===== config.mk =====
export PLATFORM = sky130hd
export DESIGN_NAME = freelist_reclaim_arb_flat
export DESIGN_NICKNAME = d
export VERILOG_FILES = /design/src/rtl/freelist_reclaim_arb_if.sv /design/src/rtl/freelist_reclaim_arb.sv /design/src/flat_wrapper.sv
export SDC_FILE = /design/constraint.sdc
export NUM_CORES = 1
export LEC_CHECK = 0
export ABC_AREA = 0
export CORE_ASPECT_RATIO = 1.5
export CORE_MARGIN = 2
export CORE_UTILIZATION = 45
export DETAILED_ROUTE_END_ITERATION = 10
export PLACE_DENSITY = 0.72
export RECOVER_POWER = 100
export SYNTH_ARGS = -nofsm -noshare
export SYNTH_HDL_FRONTEND = slang
export SYNTH_SLANG_ARGS = --single-unit

===== constraint.sdc =====
create_clock -name CLK -period 5.1 [get_ports CLK]
set_input_delay 1.02 -clock CLK [delete_from_list [all_inputs] [get_ports CLK]]
set_output_delay 1.02 -clock CLK [all_outputs]
set_load 0.02 [all_outputs]

===== src/rtl/freelist_reclaim_arb_if.sv =====
// -----------------------------------------------------------------------------
// freelist_reclaim_arb_if
// Bundles the reclaim-source offers, the free-list push port and the rename
// status outputs of freelist_reclaim_arb.
//
// Signals:
//   fROB_commitReq_IN / fROB_commitPreg_IN   commit-path offer and register
//   tROB_commitStall_OUT                     commit FIFO full
//   fSQ_walkStart_IN / fSQ_walkDone_IN       recovery walk start/end pulses
//   fSQ_walkReq_IN / fSQ_walkPreg_IN         squash-walk offer and register
//   tSQ_walkStall_OUT                        squash FIFO full
//   fFreeL_full_IN                           free list cannot accept a push
//   tFreeL_pushReq_OUT / tFreeL_pushData_OUT registered push to the free list
//   tREN_recovering_OUT                      rename must hold
//   tReclaimCount_OUT                        total pushes issued (wraps)
//
// Modports:
//   slave  - the arbiter itself
//   master - the environment driving offers and consuming pushes
// -----------------------------------------------------------------------------
interface freelist_reclaim_arb_if #(
   parameter int PREG_W = 6
);
   logic              fROB_commitReq_IN;
   logic [PREG_W-1:0] fROB_commitPreg_IN;
   logic              tROB_commitStall_OUT;
   logic              fSQ_walkStart_IN;
   logic              fSQ_walkReq_IN;
   logic [PREG_W-1:0] fSQ_walkPreg_IN;
   logic              fSQ_walkDone_IN;
   logic              tSQ_walkStall_OUT;
   logic              fFreeL_full_IN;
   logic              tFreeL_pushReq_OUT;
   logic [PREG_W-1:0] tFreeL_pushData_OUT;
   logic              tREN_recovering_OUT;
   logic [15:0]       tReclaimCount_OUT;

   modport slave (
      input  fROB_commitReq_IN, fROB_commitPreg_IN,
      input  fSQ_walkStart_IN, fSQ_walkReq_IN, fSQ_walkPreg_IN, fSQ_walkDone_IN,
      input  fFreeL_full_IN,
      output tROB_commitStall_OUT, tSQ_walkStall_OUT,
      output tFreeL_pushReq_OUT, tFreeL_pushData_OUT,
      output tREN_recovering_OUT, tReclaimCount_OUT
   );

   modport master (
      output fROB_commitReq_IN, fROB_commitPreg_IN,
      output fSQ_walkStart_IN, fSQ_walkReq_IN, fSQ_walkPreg_IN, fSQ_walkDone_IN,
      output fFreeL_full_IN,
      input  tROB_commitStall_OUT, tSQ_walkStall_OUT,
      input  tFreeL_pushReq_OUT, tFreeL_pushData_OUT,
      input  tREN_recovering_OUT, tReclaimCount_OUT
   );
endinterface


===== src/rtl/freelist_reclaim_arb.sv =====
// -----------------------------------------------------------------------------
// freelist_reclaim_arb
// Shares the rename free list's single push port between the ROB commit
// reclaim path and the squash-walk reclaim path. Each source feeds a small
// FIFO; one head per cycle is popped into a registered push. During a
// mispredict recovery (RECOVER/DRAIN) the squash FIFO has strict priority and
// rename is held until every squashed register has been pushed.
//
// Ports:
//   CLK    clock, rising edge
//   RESET  asynchronous active-high reset; discards all buffered registers
//   bus    freelist_reclaim_arb_if.slave (offers, free-list push, status)
// -----------------------------------------------------------------------------
module freelist_reclaim_arb #(
   parameter int PREG_W    = 6,
   parameter int BUF_DEPTH = 4,
   parameter int BUF_AW    = 2
) (
   input  logic                         CLK,
   input  logic                         RESET,
   freelist_reclaim_arb_if.slave        bus
);

   // Source index: bit 0 = commit, bit 1 = squash.
   localparam logic SRC_COMMIT = 1'b0;
   localparam logic SRC_SQUASH = 1'b1;

   localparam logic [BUF_AW:0] DEPTH_C = (BUF_AW+1)'(BUF_DEPTH);

   typedef enum logic [1:0] {
      ST_NORMAL  = 2'd0,
      ST_RECOVER = 2'd1,
      ST_DRAIN   = 2'd2
   } state_t;

   state_t state_q, state_d;

   logic [1:0]              req_w;
   logic [1:0]              stall_w;
   logic [1:0]              wr_en_w;
   logic [1:0]              rd_en_w;
   logic [1:0]              nonempty_w;
   logic [1:0][PREG_W-1:0]  wdata_w;
   logic [1:0][PREG_W-1:0]  head_w;

   logic                    sel_vld;
   logic                    sel_src;

   logic                    rr_q;
   logic                    push_req_q;
   logic [PREG_W-1:0]       push_data_q;
   logic                    push_src_q;
   logic [15:0]             reclaim_cnt_q;
   logic                    recovering_q;

   assign req_w      = {bus.fSQ_walkReq_IN, bus.fROB_commitReq_IN};
   assign wdata_w[0] = bus.fROB_commitPreg_IN;
   assign wdata_w[1] = bus.fSQ_walkPreg_IN;

   // Per-source FIFO.
   genvar gi;
   generate
      for (gi = 0; gi < 2; gi++) begin : g_fifo
         logic [PREG_W-1:0] mem_q [BUF_DEPTH];
         logic [BUF_AW-1:0] wr_ptr_q;
         logic [BUF_AW-1:0] rd_ptr_q;
         logic [BUF_AW:0]   cnt_q;
         logic [BUF_AW:0]   cnt_d;

         // Stall looks only at the registered count, so a same-cycle pop
         // never opens a slot for the offer.
         assign stall_w[gi]    = (cnt_q == DEPTH_C);
         // Register 0 is consumed on acceptance but never buffered.
         assign wr_en_w[gi]    = req_w[gi] & ~stall_w[gi] & (wdata_w[gi] != '0);
         assign nonempty_w[gi] = (cnt_q != '0);
         assign head_w[gi]     = mem_q[rd_ptr_q];

         always_comb begin
            cnt_d = cnt_q;
            case ({wr_en_w[gi], rd_en_w[gi]})
               2'b10:   cnt_d = cnt_q + 1'b1;
               2'b01:   cnt_d = cnt_q - 1'b1;
               default: cnt_d = cnt_q;
            endcase
         end

         // Pointers wrap naturally because the depth is a power of two.
         always_ff @(posedge CLK or posedge RESET) begin
            if (RESET) begin
               wr_ptr_q <= '0;
               rd_ptr_q <= '0;
               cnt_q    <= '0;
            end else begin
               if (wr_en_w[gi]) wr_ptr_q <= wr_ptr_q + 1'b1;
               if (rd_en_w[gi]) rd_ptr_q <= rd_ptr_q + 1'b1;
               cnt_q <= cnt_d;
            end
         end

         // Storage carries no reset; validity is tracked by the count.
         always_ff @(posedge CLK) begin
            if (wr_en_w[gi]) mem_q[wr_ptr_q] <= wdata_w[gi];
         end
      end
   endgenerate

   // Head selection: squash-first while recovering, round-robin otherwise.
   always_comb begin
      sel_vld = 1'b0;
      sel_src = SRC_COMMIT;
      if (!bus.fFreeL_full_IN && (|nonempty_w)) begin
         sel_vld = 1'b1;
         if (state_q != ST_NORMAL) begin
            sel_src = nonempty_w[SRC_SQUASH] ? SRC_SQUASH : SRC_COMMIT;
         end else if (&nonempty_w) begin
            sel_src = rr_q;
         end else begin
            sel_src = nonempty_w[SRC_SQUASH] ? SRC_SQUASH : SRC_COMMIT;
         end
      end
      rd_en_w = {sel_vld & sel_src, sel_vld & ~sel_src};
   end

   // Output register doubles as the registered RAM read.
   always_ff @(posedge CLK or posedge RESET) begin
      if (RESET) begin
         push_req_q    <= 1'b0;
         push_data_q   <= '0;
         push_src_q    <= SRC_COMMIT;
         rr_q          <= SRC_COMMIT;
         reclaim_cnt_q <= '0;
      end else begin
         push_req_q <= sel_vld;
         if (sel_vld) begin
            push_data_q   <= head_w[sel_src];
            push_src_q    <= sel_src;
            reclaim_cnt_q <= reclaim_cnt_q + 16'd1;
            if (state_q == ST_NORMAL) rr_q <= ~sel_src;
         end
      end
   end

   // Recovery FSM: state register.
   always_ff @(posedge CLK or posedge RESET) begin
      if (RESET) begin
         state_q      <= ST_NORMAL;
         recovering_q <= 1'b0;
      end else begin
         state_q      <= state_d;
         recovering_q <= (state_d != ST_NORMAL);
      end
   end

   // Recovery FSM: next state. DRAIN holds until the last squash register has
   // left both the FIFO and the output register.
   always_comb begin
      state_d = state_q;
      case (state_q)
         ST_NORMAL: begin
            if (bus.fSQ_walkStart_IN)
               state_d = bus.fSQ_walkDone_IN ? ST_DRAIN : ST_RECOVER;
         end
         ST_RECOVER: begin
            if (bus.fSQ_walkDone_IN) state_d = ST_DRAIN;
         end
         ST_DRAIN: begin
            if (bus.fSQ_walkStart_IN)
               state_d = ST_RECOVER;
            else if (!nonempty_w[SRC_SQUASH] && !(push_req_q && (push_src_q == SRC_SQUASH)))
               state_d = ST_NORMAL;
         end
         default: state_d = ST_NORMAL;
      endcase
   end

   assign bus.tROB_commitStall_OUT = stall_w[SRC_COMMIT];
   assign bus.tSQ_walkStall_OUT    = stall_w[SRC_SQUASH];
   assign bus.tFreeL_pushReq_OUT   = push_req_q;
   assign bus.tFreeL_pushData_OUT  = push_data_q;
   assign bus.tREN_recovering_OUT  = recovering_q;
   assign bus.tReclaimCount_OUT    = reclaim_cnt_q;

endmodule


===== src/flat_wrapper.sv =====
// flat-port wrapper written by rule: the top's interface ports become plain ports
module freelist_reclaim_arb_flat 
#(
   parameter int PREG_W    = 6,
   parameter int BUF_DEPTH = 4,
   parameter int BUF_AW    = 2
)
  (CLK, RESET, bus_fROB_commitReq_IN, bus_fROB_commitPreg_IN, bus_fSQ_walkStart_IN, bus_fSQ_walkReq_IN, bus_fSQ_walkPreg_IN, bus_fSQ_walkDone_IN, bus_fFreeL_full_IN, bus_tROB_commitStall_OUT, bus_tSQ_walkStall_OUT, bus_tFreeL_pushReq_OUT, bus_tFreeL_pushData_OUT, bus_tREN_recovering_OUT, bus_tReclaimCount_OUT);
  freelist_reclaim_arb_if #(.PREG_W(PREG_W)) bus_i ();
  input  logic CLK;
  input  logic RESET;
  input wire logic [$bits(bus_i.fROB_commitReq_IN)-1:0] bus_fROB_commitReq_IN;
  input wire logic [$bits(bus_i.fROB_commitPreg_IN)-1:0] bus_fROB_commitPreg_IN;
  input wire logic [$bits(bus_i.fSQ_walkStart_IN)-1:0] bus_fSQ_walkStart_IN;
  input wire logic [$bits(bus_i.fSQ_walkReq_IN)-1:0] bus_fSQ_walkReq_IN;
  input wire logic [$bits(bus_i.fSQ_walkPreg_IN)-1:0] bus_fSQ_walkPreg_IN;
  input wire logic [$bits(bus_i.fSQ_walkDone_IN)-1:0] bus_fSQ_walkDone_IN;
  input wire logic [$bits(bus_i.fFreeL_full_IN)-1:0] bus_fFreeL_full_IN;
  output wire logic [$bits(bus_i.tROB_commitStall_OUT)-1:0] bus_tROB_commitStall_OUT;
  output wire logic [$bits(bus_i.tSQ_walkStall_OUT)-1:0] bus_tSQ_walkStall_OUT;
  output wire logic [$bits(bus_i.tFreeL_pushReq_OUT)-1:0] bus_tFreeL_pushReq_OUT;
  output wire logic [$bits(bus_i.tFreeL_pushData_OUT)-1:0] bus_tFreeL_pushData_OUT;
  output wire logic [$bits(bus_i.tREN_recovering_OUT)-1:0] bus_tREN_recovering_OUT;
  output wire logic [$bits(bus_i.tReclaimCount_OUT)-1:0] bus_tReclaimCount_OUT;
  assign bus_i.fROB_commitReq_IN = bus_fROB_commitReq_IN;
  assign bus_i.fROB_commitPreg_IN = bus_fROB_commitPreg_IN;
  assign bus_i.fSQ_walkStart_IN = bus_fSQ_walkStart_IN;
  assign bus_i.fSQ_walkReq_IN = bus_fSQ_walkReq_IN;
  assign bus_i.fSQ_walkPreg_IN = bus_fSQ_walkPreg_IN;
  assign bus_i.fSQ_walkDone_IN = bus_fSQ_walkDone_IN;
  assign bus_i.fFreeL_full_IN = bus_fFreeL_full_IN;
  assign bus_tROB_commitStall_OUT = bus_i.tROB_commitStall_OUT;
  assign bus_tSQ_walkStall_OUT = bus_i.tSQ_walkStall_OUT;
  assign bus_tFreeL_pushReq_OUT = bus_i.tFreeL_pushReq_OUT;
  assign bus_tFreeL_pushData_OUT = bus_i.tFreeL_pushData_OUT;
  assign bus_tREN_recovering_OUT = bus_i.tREN_recovering_OUT;
  assign bus_tReclaimCount_OUT = bus_i.tReclaimCount_OUT;
  freelist_reclaim_arb #(.PREG_W(PREG_W), .BUF_DEPTH(BUF_DEPTH), .BUF_AW(BUF_AW)) u_core (.CLK(CLK), .RESET(RESET), .bus(bus_i));
endmodule

==> results_tabular.tex <==
\begin{tabular}{lr}
\hline
Metric & Value \\
\hline
\multicolumn{2}{l}{\textbf{Outcome}} \\
Result of the run & finished, violations left \\
Violations in the final reports & max-capacitance violations, max-slew violations \\
\multicolumn{2}{l}{\textbf{Global route}} \\
Overall track demand over capacity in global routing & 16.12\% \\
Initial antenna violation count & 0 \\
Total overflow reported by the global router & 0 \\
First-pass GRT wire length & 11400 um \\
Via count of the first global-routing pass & 2362 \\
Maximum number of pins on one net before global-route repair & 43 \\
\multicolumn{2}{l}{\textbf{Clocking}} \\
Number of resized instances in the post-cts repair step & 0 \\
H-tree levels & 3 \\
Post-CTS repair timing setup buffer count & 0 \\
Number of buffers inserted by hold repair at cts & 0 \\
Clock latency on the worst-skew pair & 0.33 ns \\
Clock sink count & 90 \\
Clock tree root buffer cell & clkbuf\_16 \\
Clk slew on worst S/H paths & 0.07 ns \\
Clock tree from TritonCTS & yes \\
Inserted Clock Buffers & 9 \\
CTS max path bufs & 2 \\
\multicolumn{2}{l}{\textbf{Routing}} \\
Post-route DRC violation count & 0 \\
Routed met1 length & 2809 um \\
Highest metal layer with signal wires & met4 \\
Mean number of vias per cell & 5.194 \\
Number of nets still failing antenna checks after routing & 0 \\
Wire length after detailed routing & 6931 um \\
Met3 Wirelength & 288 um \\
Total via count after detailed routing & 2192 \\
WL met2 & 3681 um \\
Final routed wire length divided by cell count & 16.42 um \\
Length of the first detailed-routing pass in iterations & 4 \\
Number of design-rule violations left by the first detailed-router iteration & 81 \\
\multicolumn{2}{l}{\textbf{Placed design}} \\
RePlAce Congestion & 0.7899 \\
Post-detailed-placement half-perimeter wirelength & 5108 um \\
PortBufs & 44 \\
Post-place setup slack & 1.505 ns \\
Number of placed instances with taps included & 406 \\
\multicolumn{2}{l}{\textbf{Critical path}} \\
Worst reg2reg path startpoint & u\_core.g\_fifo[0].cnt\_q[2] \\
Type of element launching the critical path & primary input \\
Critical Path Source & bus\_fFreeL\_full\_IN \\
Crit. End Element & register \\
Arrival time of the worst setup path & 3.79 ns \\
R2r setup slk & 1.87 ns \\
Req. time, crit path & 5.32 ns \\
Maximum fanout along the worst path & 10 \\
Startpoint-to-endpoint class of the critical path & primary input to register \\
\multicolumn{2}{l}{\textbf{Timing}} \\
Final Setup Violations & 0 \\
RSZ-0062 raised after global routing & false \\
Shortest clock period the worst path allows after layout & 3.567 ns \\
Worst slew margin relative to its limit & -52.74\% \\
Fmax achieved & 280.4 MHz \\
Worst-case clock skew & 0.008517 ns \\
Count of final max-slew check failures & 60 \\
PnR worst setup slack & 1.533 ns \\
Setup tns final & 0 ns \\
Actual transition at the worst max-transition pin & 2.291 ns \\
Number of failing hold endpoints at the final stage & 0 \\
Post-route fraction of the period consumed by the critical path & 69.94\% \\
\multicolumn{2}{l}{\textbf{Pwr}} \\
Leak & 1.889 nW \\
Total power divided by cell area & 540.0 nW/um\^{}2 \\
IR drop worst, VDD & 239.1 uV \\
Net Sw Frac & 32.89\% \\
Power spent charging and discharging nets & 0.8233 mW \\
Clock network fraction of total power & 23.7\% \\
Cell Int Power & 1.680 mW \\
Sequential share of power & 46.2\% \\
Combinational share of power & 30.2\% \\
\multicolumn{2}{l}{\textbf{Floorplanning}} \\
Boundary pin count & 45 \\
Die outline area & 9350 sq um \\
Core area & 8362 sq um \\
Overall die height & 117.4 um \\
Cell row count & 41 \\
Starting Density & 46.16\% \\
Horizontal extent of the die & 79.62 um \\
\multicolumn{2}{l}{\textbf{Final layout}} \\
Number of diodes & 0 \\
Non-filler instance count after layout & 422 \\
Nets & 342 \\
Layout overhead on the synthesized area & 20.10\% \\
Fraction of final layout cells with drive strength greater than 1 & 10.48\% \\
Final standard cell utilization of the core & 55.44\% \\
\multicolumn{2}{l}{\textbf{Synth}} \\
Library cells used by synthesis & 48 \\
Cell area after technology mapping & 3860 sq um \\
Fraction of synthesis flops using an asynchronous set or reset pin & 46.67\% \\
Post-synthesis cell count & 261 \\
Synthesized netlist net count & 293 \\
Synthesis Warnings & 0 \\
Number of enable-type register cells in the synthesized netlist & 48 \\
Synth Register Bits & 90 \\
Average footprint of a synthesized cell & 14.79 sq um \\
Dominant synthesized flop cell & edfxtp\_1 \\
Sequential-to-total area share from yosys stat & 64.57\% \\
\multicolumn{2}{l}{\textbf{Min path}} \\
Startpoint of the lowest-slack hold path & u\_core.bus.tReclaimCount\_OUT[15] \\
Hold Crit Class & register to register \\
\multicolumn{2}{l}{\textbf{Flow run}} \\
Max capacitance violation total & 2 \\
\hline
\end{tabular}
==> path summary, 6_finish.rpt <==
| check | to | cells past startpoint |
|---|---|---|
| worst max-delay path | u_core.g_fifo[1].cnt_q[1] | 5 |
| worst min-delay path | u_core.bus.tReclaimCount_OUT[15] | 1 |
| worst max register to register | u_core.g_fifo[1].cnt_q[1] | 5 |
| worst min register to register | u_core.bus.tReclaimCount_OUT[15] | 1 |
| max in group asynchronous | u_core.bus.tReclaimCount_OUT[11] | 3 |
| min in group asynchronous | u_core.bus.tReclaimCount_OUT[15] | 3 |
==> cell usage after synthesis, types with 3 or more instances <==
library cell | n | share of area, %
mux4_2 | 12 | 7.0
ha_1 | 11 | 3.6
nand2_1 | 23 | 2.2
nor2_1 | 11 | 1.1
o21ai_0 | 3 | 0.39
edfxtp_1 | 48 | 37
xnor2_1 | 13 | 2.9
and2_1 | 8 | 1.3
a21oi_1 | 3 | 0.39
and4_1 | 3 | 0.68
xor2_1 | 14 | 3.2
a22oi_1 | 4 | 0.78
nor3_1 | 6 | 0.78
nand3_1 | 4 | 0.52
inv_1 | 15 | 1.5
dfrtp_1 | 42 | 27
==> state kept, by name, indices dropped and copies added (netlist names) <==
signal,flops
u_core.bus.tFreeL_pushData_OUT,6
u_core.bus.tFreeL_pushReq_OUT,1
u_core.bus.tREN_recovering_OUT,1
u_core.bus.tReclaimCount_OUT,16
u_core.g_fifo.cnt_q,6
u_core.g_fifo.mem_q,48
u_core.g_fifo.rd_ptr_q,4
u_core.g_fifo.wr_ptr_q,4
u_core.push_src_q,1
u_core.rr_q,1
u_core.state_q,2
==> placed cells by master (no fill, tap or decap), drive strengths merged, types with 3 or more instances in the layout <==
cell type      synthesis  final
nand2                 24     24
a21oi                  3      3
xnor2                 13     13
dfrtp                 42     42
and2                   8      8
nor2                  11     11
a211oi                 3      3
ha                    11     11
clkinv                 0      4
nand3                  4      4
clkbuf                 3     11
o21ai                  4      4
a22oi                  4      4
xor2                  14     14
clkdlybuf4s50          0      3
and4                   3      3
dlygate4sd3            0     41
mux4                  12     12
inv                   16     16
nor3                   6      6
edfxtp                48     48
and3                   3      3
==> worst max-delay path, stage by stage <==
cell	delay (ns)
dlygate4sd3_1	0.59
a211oi_1	1.11
ha_1	0.38
fa_1	0.41
mux2_2	0.27
==> layout make-up <==
cell class	count	area, sq um
clock buffer	10	229.0
clock inverter	6	43.79
fill	673	3726
inverter	16	60.06
multi-input combinational	148	1232
sequential	90	2492
tap	107	133.9
timing repair buffer	45	444.2
==> logic make-up after synthesis <==
family | after synthesis | synth area share (%)
buffers and inverters | 23 | 2.755
AND/OR/NAND/NOR | 72 | 9.758
XOR/XNOR | 27 | 6.127
multiplexers | 15 | 7.844
AO/OA/AOI/OAI | 21 | 4.344
flip-flops | 90 | 64.57
adder cells (fa/ha/maj) | 13 | 4.603
==> stage by stage <==
| stage | total power [mW] | hold slack (ns) | area [sq um] |
|---|---|---|---|
| 2_1_floorplan | 1.703 | 0.4575 | 3860 |
| 3_3_place_gp | 1.944 | 0.4534 | 4395 |
| 3_5_place_dp | 1.982 | 0.4763 | 4395 |
| 4_1_cts | 2.573 | 0.4882 | 4668 |
| 5_1_grt | 2.666 | 0.5067 | 4636 |
| 6_report | 2.503 | 0.4762 | 4636 |
==> metal layers <==
metal | track usage [%] | vias to the layer above
met3 | 3.077 | 13
met1 | 19.21 | 1082
met4 | 7.651 | 0
li1 | - | 1036
met2 | 27.52 | 61
met5 | 0 | -
==> power by group through the flow <==
stage | registers, mW | clock network (mW) | logic [mW]
6_report | 1.16 | 0.592 | 0.756
5_1_grt | 1.19 | 0.638 | 0.844
4_1_cts | 1.16 | 0.603 | 0.808
3_5_place_dp | 1.17 | 0 | 0.809
3_3_place_gp | 1.16 | 0 | 0.781
2_1_floorplan | 1.15 | 0 | 0.553
Power figures use the tool's default switching activity.
==> edit 1: new RTL, config.mk and constraints unchanged <==
The 3 states of `state_t` get a one-hot encoding in 3 bits.
--- a/src/rtl/freelist_reclaim_arb.sv
+++ b/src/rtl/freelist_reclaim_arb.sv
@@ -27,10 +27,10 @@
 
    localparam logic [BUF_AW:0] DEPTH_C = (BUF_AW+1)'(BUF_DEPTH);
 
-   typedef enum logic [1:0] {
-      ST_NORMAL  = 2'd0,
-      ST_RECOVER = 2'd1,
-      ST_DRAIN   = 2'd2
+   typedef enum logic [2:0] {
+      ST_NORMAL  = 3'b001,
+      ST_RECOVER = 3'b010,
+      ST_DRAIN   = 3'b100
    } state_t;
 
    state_t state_q, state_d;
Function: same outputs for any inputs over 4 cycles, from zero or initial values and one cycle with RESET high; so few cycles prove little.
==> edit 1 against the original RTL <==
Synthesized area is 1.3% higher. Design area grew 1.9%. Total power is 5.2% higher. Hold slack lost 0.0042 ns. Critical endpoint unchanged. Count of clock-buffer cells in the layout unchanged. Sequential cell count grew 1. Worst setup slack improved by 0.00097 ns. The flow still finishes with violations (capacitance limit, slew limit). Routed wire length grew 3.1%. Die area is 1.2% higher.
==> edit 1: results <==
outcome:
  status: "finished, violations left"
  failed_checks: "capacitance limit, slew limit"
synthesis:
  async_reset_ff_frac: 0.4725
  synth_edf_count: 48
  synth_nets: 291
  yosysSeqAreaShare: 0.6442
  yosysWarningCount: 0
  synth_top_flop_cell: "edfxtp_1"
  synth_cell_type_count: 49
  synthTopCellsByArea: "edfxtp_1 (37%), dfrtp_1 (27%), mux4_2 (6.9%)"
  synth_common_cells: "edfxtp_1 (48), dfrtp_1 (42), nand2_1 (21)"
  yosysMostFrequentCell: "edfxtp_1"
clock_network:
  cts_buffer_depth: 2
  clk_pin_slew_ns: 0.06
  root_buffer: "clkbuf_16"
  post_cts_buffers: 0
  cts_max_level: 3
  cts_buffers: 9
  cts_resized: 0
  insertion_delay_ns: 0.34
drt:
  viasPerCell: 5.394
  avgRoutedWirePerCell_um: 16.97
  drt_iter0_drc: 130
  dr.pass1.iters: 4
place:
  port_buffers: 44
  place_area_mm2: 0.004464
  dpl_worst_slack_ns: 1.486
  dp_hpwl_mm: 4.971
  place_congestion: 0.7313
global_route:
  grt_start_max_net_pins: 44
  grt_usage: 0.1657
  grt_pass1_vias: 2341
  grt_first_pass_wirelength_mm: 11.59
  antenna_found_initial: 0
worst_hold_path:
  worstHoldStart: "u_core.bus.tFreeL_pushData_OUT[5]"
  hp-class: "reg2reg"
  hold-path-endpoint: "u_core.bus.tFreeL_pushData_OUT[5]"
  worstHoldPathCells: 2
final_layout:
  largest_reg_flops: 48
  top_register: "u_core.g_fifo.mem_q"
  drive_above_1_share: 0.1115
  fin_nets: 341
  antenna_cells: 0
sta:
  skew_ns: 0.006116
  worst_pin_slew_ns: 2.365
  drv_slew: 44
setup_path:
  rr_endpoint: "u_core.g_fifo[1].cnt_q[1]"
  r2r.worst_path.cells: 5
  arrival_ns: 3.79
  r2r_slack_ns: 1.99
  r2r_start: "u_core.g_fifo[0].cnt_q[2]"
  worstPathMaxFanout: 10
power:
  p_leak_nw: 1.883
  cellInternalPower_mw: 1.767
  peakVddDrop_mv: 0.2483
flow_run:
  drv_cap: 1
## edit 1: cell types whose count changed in the layout (fill, tap and decap cells not counted), sizes merged, moves of 3 or more
| cell | delta |
|---|---|
| xnor2 | +7 |
| xor2 | -7 |
| nand2 | -3 |
| nand4 | +5 |
| nor3 | -3 |
| nor2 | -6 |
## edit 1: final cells by class
class / count / area [um2]
Sequential cell: 91 / 2519
Inverter: 16 / 60.06
Timing Repair Buffer: 45 / 444.2
Clock inverter: 6 / 56.30
Multi-Input combinational cell: 146 / 1280
Tap cell: 107 / 133.9
Fill cell: 712 / 3691
Clock buffer: 10 / 229.0
## edit 1: logic make-up (layout without fill, tap and decap cells)
logic type,count (synthesis),count (layout),synth area share
buffers and inverters,22,77,0.02240
AND/OR/NAND/NOR,67,67,0.1005
AO/OA/AOI/OAI,24,24,0.04960
adder cells (fa/ha/maj),13,13,0.04544
XOR/XNOR,27,27,0.06048
flip-flops,91,91,0.6442
multiplexers,15,15,0.07744
## edit 1: per-stage QoR
step / hold WS (ns) / utilization / cells
final: 0.4720 / 0.5613 / 421
after global routing: 0.4939 / 0.5613 / 421
after CTS: 0.4786 / 0.5645 / 421
after detailed placement: 0.4609 / 0.5306 / 405
after global placement: 0.4540 / 0.5306 / 405
after floorplan: 0.4582 / - / 259
## edit 1: critical path, stage by stage
cell and delay, ns:
dlygate4sd3_1 0.62, a211oi_1 1.08, ha_1 0.37, fa_1 0.42, mux2_2 0.27
## edit 1: routing by layer
metal | up-vias | part of all wire | global-route usage
li1 | 1045 | - | -
met1 | 1151 | 0.39 | 0.1945
met2 | 62 | 0.55 | 0.2823
met3 | 13 | 0.041 | 0.04275
met4 | 0 | 0.023 | 0.07097
met5 | - | 0 | 0
## edit 1: worst max-delay path by stage
stage	start	to	slack [ns]	cells past startpoint
2_1_floorplan	bus_fROB_commitPreg_IN[3]	u_core.g_fifo[0].cnt_q[2]	2.20	10
3_3_place_gp	bus_fROB_commitPreg_IN[3]	u_core.g_fifo[0].cnt_q[2]	1.53	11
3_5_place_dp	bus_fROB_commitPreg_IN[2]	u_core.g_fifo[0].cnt_q[2]	1.49	11
4_1_cts	bus_fROB_commitPreg_IN[2]	u_core.g_fifo[0].cnt_q[2]	1.84	11
5_1_grt	RESET	u_core.bus.tReclaimCount_OUT[2]	1.13	3
6_report	bus_fFreeL_full_IN	u_core.g_fifo[1].cnt_q[1]	1.53	5
## edit 1: power by group through the flow
stage,Combinational (mW),Clock (mW),Sequential [mW]
after floorplan,0.577,0,1.18
after global placement,0.825,0,1.20
after detailed placement,0.844,0,1.21
after CTS,0.852,0.648,1.20
after global routing,0.887,0.682,1.23
final,0.800,0.635,1.20
==> edit 2: new RTL, config.mk and constraints unchanged <==
Made on the original files. `BUF_AW` is set to 2 in 2 places; all go to 4.
--- a/src/rtl/freelist_reclaim_arb.sv
+++ b/src/rtl/freelist_reclaim_arb.sv
@@ -14,7 +14,7 @@
 module freelist_reclaim_arb #(
    parameter int PREG_W    = 6,
    parameter int BUF_DEPTH = 4,
-   parameter int BUF_AW    = 2
+   parameter int BUF_AW    = 4
 ) (
    input  logic                         CLK,
    input  logic                         RESET,
--- a/src/flat_wrapper.sv
+++ b/src/flat_wrapper.sv
@@ -3,7 +3,7 @@
 #(
    parameter int PREG_W    = 6,
    parameter int BUF_DEPTH = 4,
-   parameter int BUF_AW    = 2
+   parameter int BUF_AW    = 4
 )
   (CLK, RESET, bus_fROB_commitReq_IN, bus_fROB_commitPreg_IN, bus_fSQ_walkStart_IN, bus_fSQ_walkReq_IN, bus_fSQ_walkPreg_IN, bus_fSQ_walkDone_IN, bus_fFreeL_full_IN, bus_tROB_commitStall_OUT, bus_tSQ_walkStall_OUT, bus_tFreeL_pushReq_OUT, bus_tFreeL_pushData_OUT, bus_tREN_recovering_OUT, bus_tReclaimCount_OUT);
   freelist_reclaim_arb_if #(.PREG_W(PREG_W)) bus_i ();
Formal check against the unedited RTL: not equivalent (a bounded check fails within 10 cycles, from zero or initial values and one cycle with RESET high).
==> edit 2 against the original RTL <==
The run still ends with capacitance limit, slew limit left. Sequential cell count is 4 higher. Synthesized area rose by 8.4%. Cell count up 12%. Combinational power rose by 24%. Design area up 8.4%. Routed wire length increased by 13%. Core utilization fell by 0.51 points. Die area increased by 8.0%. Critical path depth rose by 7. Clock power grew 13%. Worst setup slack worse by 0.40 ns. Non-clock buffer count is the same. Total power rose by 13%. Critical path type unchanged.
==> edit 2: results <==
drt:
  dr_wl_met3_um: 285
  wl_mm: 7.818
  dr.pass1.iters: 5
worst_hold_path:
  hold-path-endpoint: "u_core.g_fifo[1].cnt_q[4]"
  worstHoldStart: "u_core.g_fifo[1].cnt_q[4]"
place:
  dpl_worst_slack_ns: 0.9306
  place_area_mm2: 0.004735
synthesis:
  synth_common_cells: "edfxtp_1 (48), dfrtp_1 (46), nand2_1 (35)"
  synthTopCellsByArea: "edfxtp_1 (34%), dfrtp_1 (28%), mux4_2 (6.5%)"
  async_reset_ff_frac: 0.4894
  synth_compound_area_frac: 0.06071
  synth_nets: 344
  yosysSeqAreaShare: 0.6196
outcome:
  status: "finished, violations left"
  failed_checks: "capacitance limit, slew limit"
setup_path:
  r2r_slack_ns: 1.84
  rr_endpoint: "u_core.g_fifo[1].cnt_q[4]"
  cp-endpoint: "u_core.g_fifo[0].cnt_q[4]"
  crit_start: "bus_fROB_commitPreg_IN[1]"
  worstPathMaxFanout: 6
power:
  p_leak_nw: 2.068
  p_switching_mw: 0.9741
flow_run:
  drv_cap: 1
global_route:
  use_met1: 0.2127
  grt_usage: 0.1739
sta:
  drv_slew: 47
==> edit 2: cell count changes in the layout (fill, tap and decap cells not counted), moves of 4 or more <==
| cell | change |
|---|---|
| ha_1 | +5 |
| nor2_1 | +5 |
| xor2_1 | -6 |
| and3_1 | +5 |
| inv_1 | +4 |
| and2_0 | -7 |
| nand2b_1 | +4 |
| nor3_1 | -6 |
| nand2_1 | +12 |
| a21o_1 | +5 |
| xnor2_1 | +10 |
| dfrtp_1 | +4 |
==> edit 2: area by class of cell <==
type	count	area (um2)
clock inverters	6	70.07
fillers	778	4123
repair buffers	45	444.2
inverters	21	78.83
multi-input cells	184	1469
flip-flops and latches	94	2592
well taps	112	140.1
clock buffers	10	229.0
==> edit 2: critical path, cell delays in order <==
cell and delay (ns):
dlygate4sd3_1 0.62, or4_1 0.55, o31a_1 0.31, a221o_2 0.43, xnor2_1 0.17, ha_1 0.19
nor2_1 0.06, nor2b_1 0.18, o22ai_1 0.12, a41o_1 0.23, xor2_1 0.15, o32ai_2 0.20
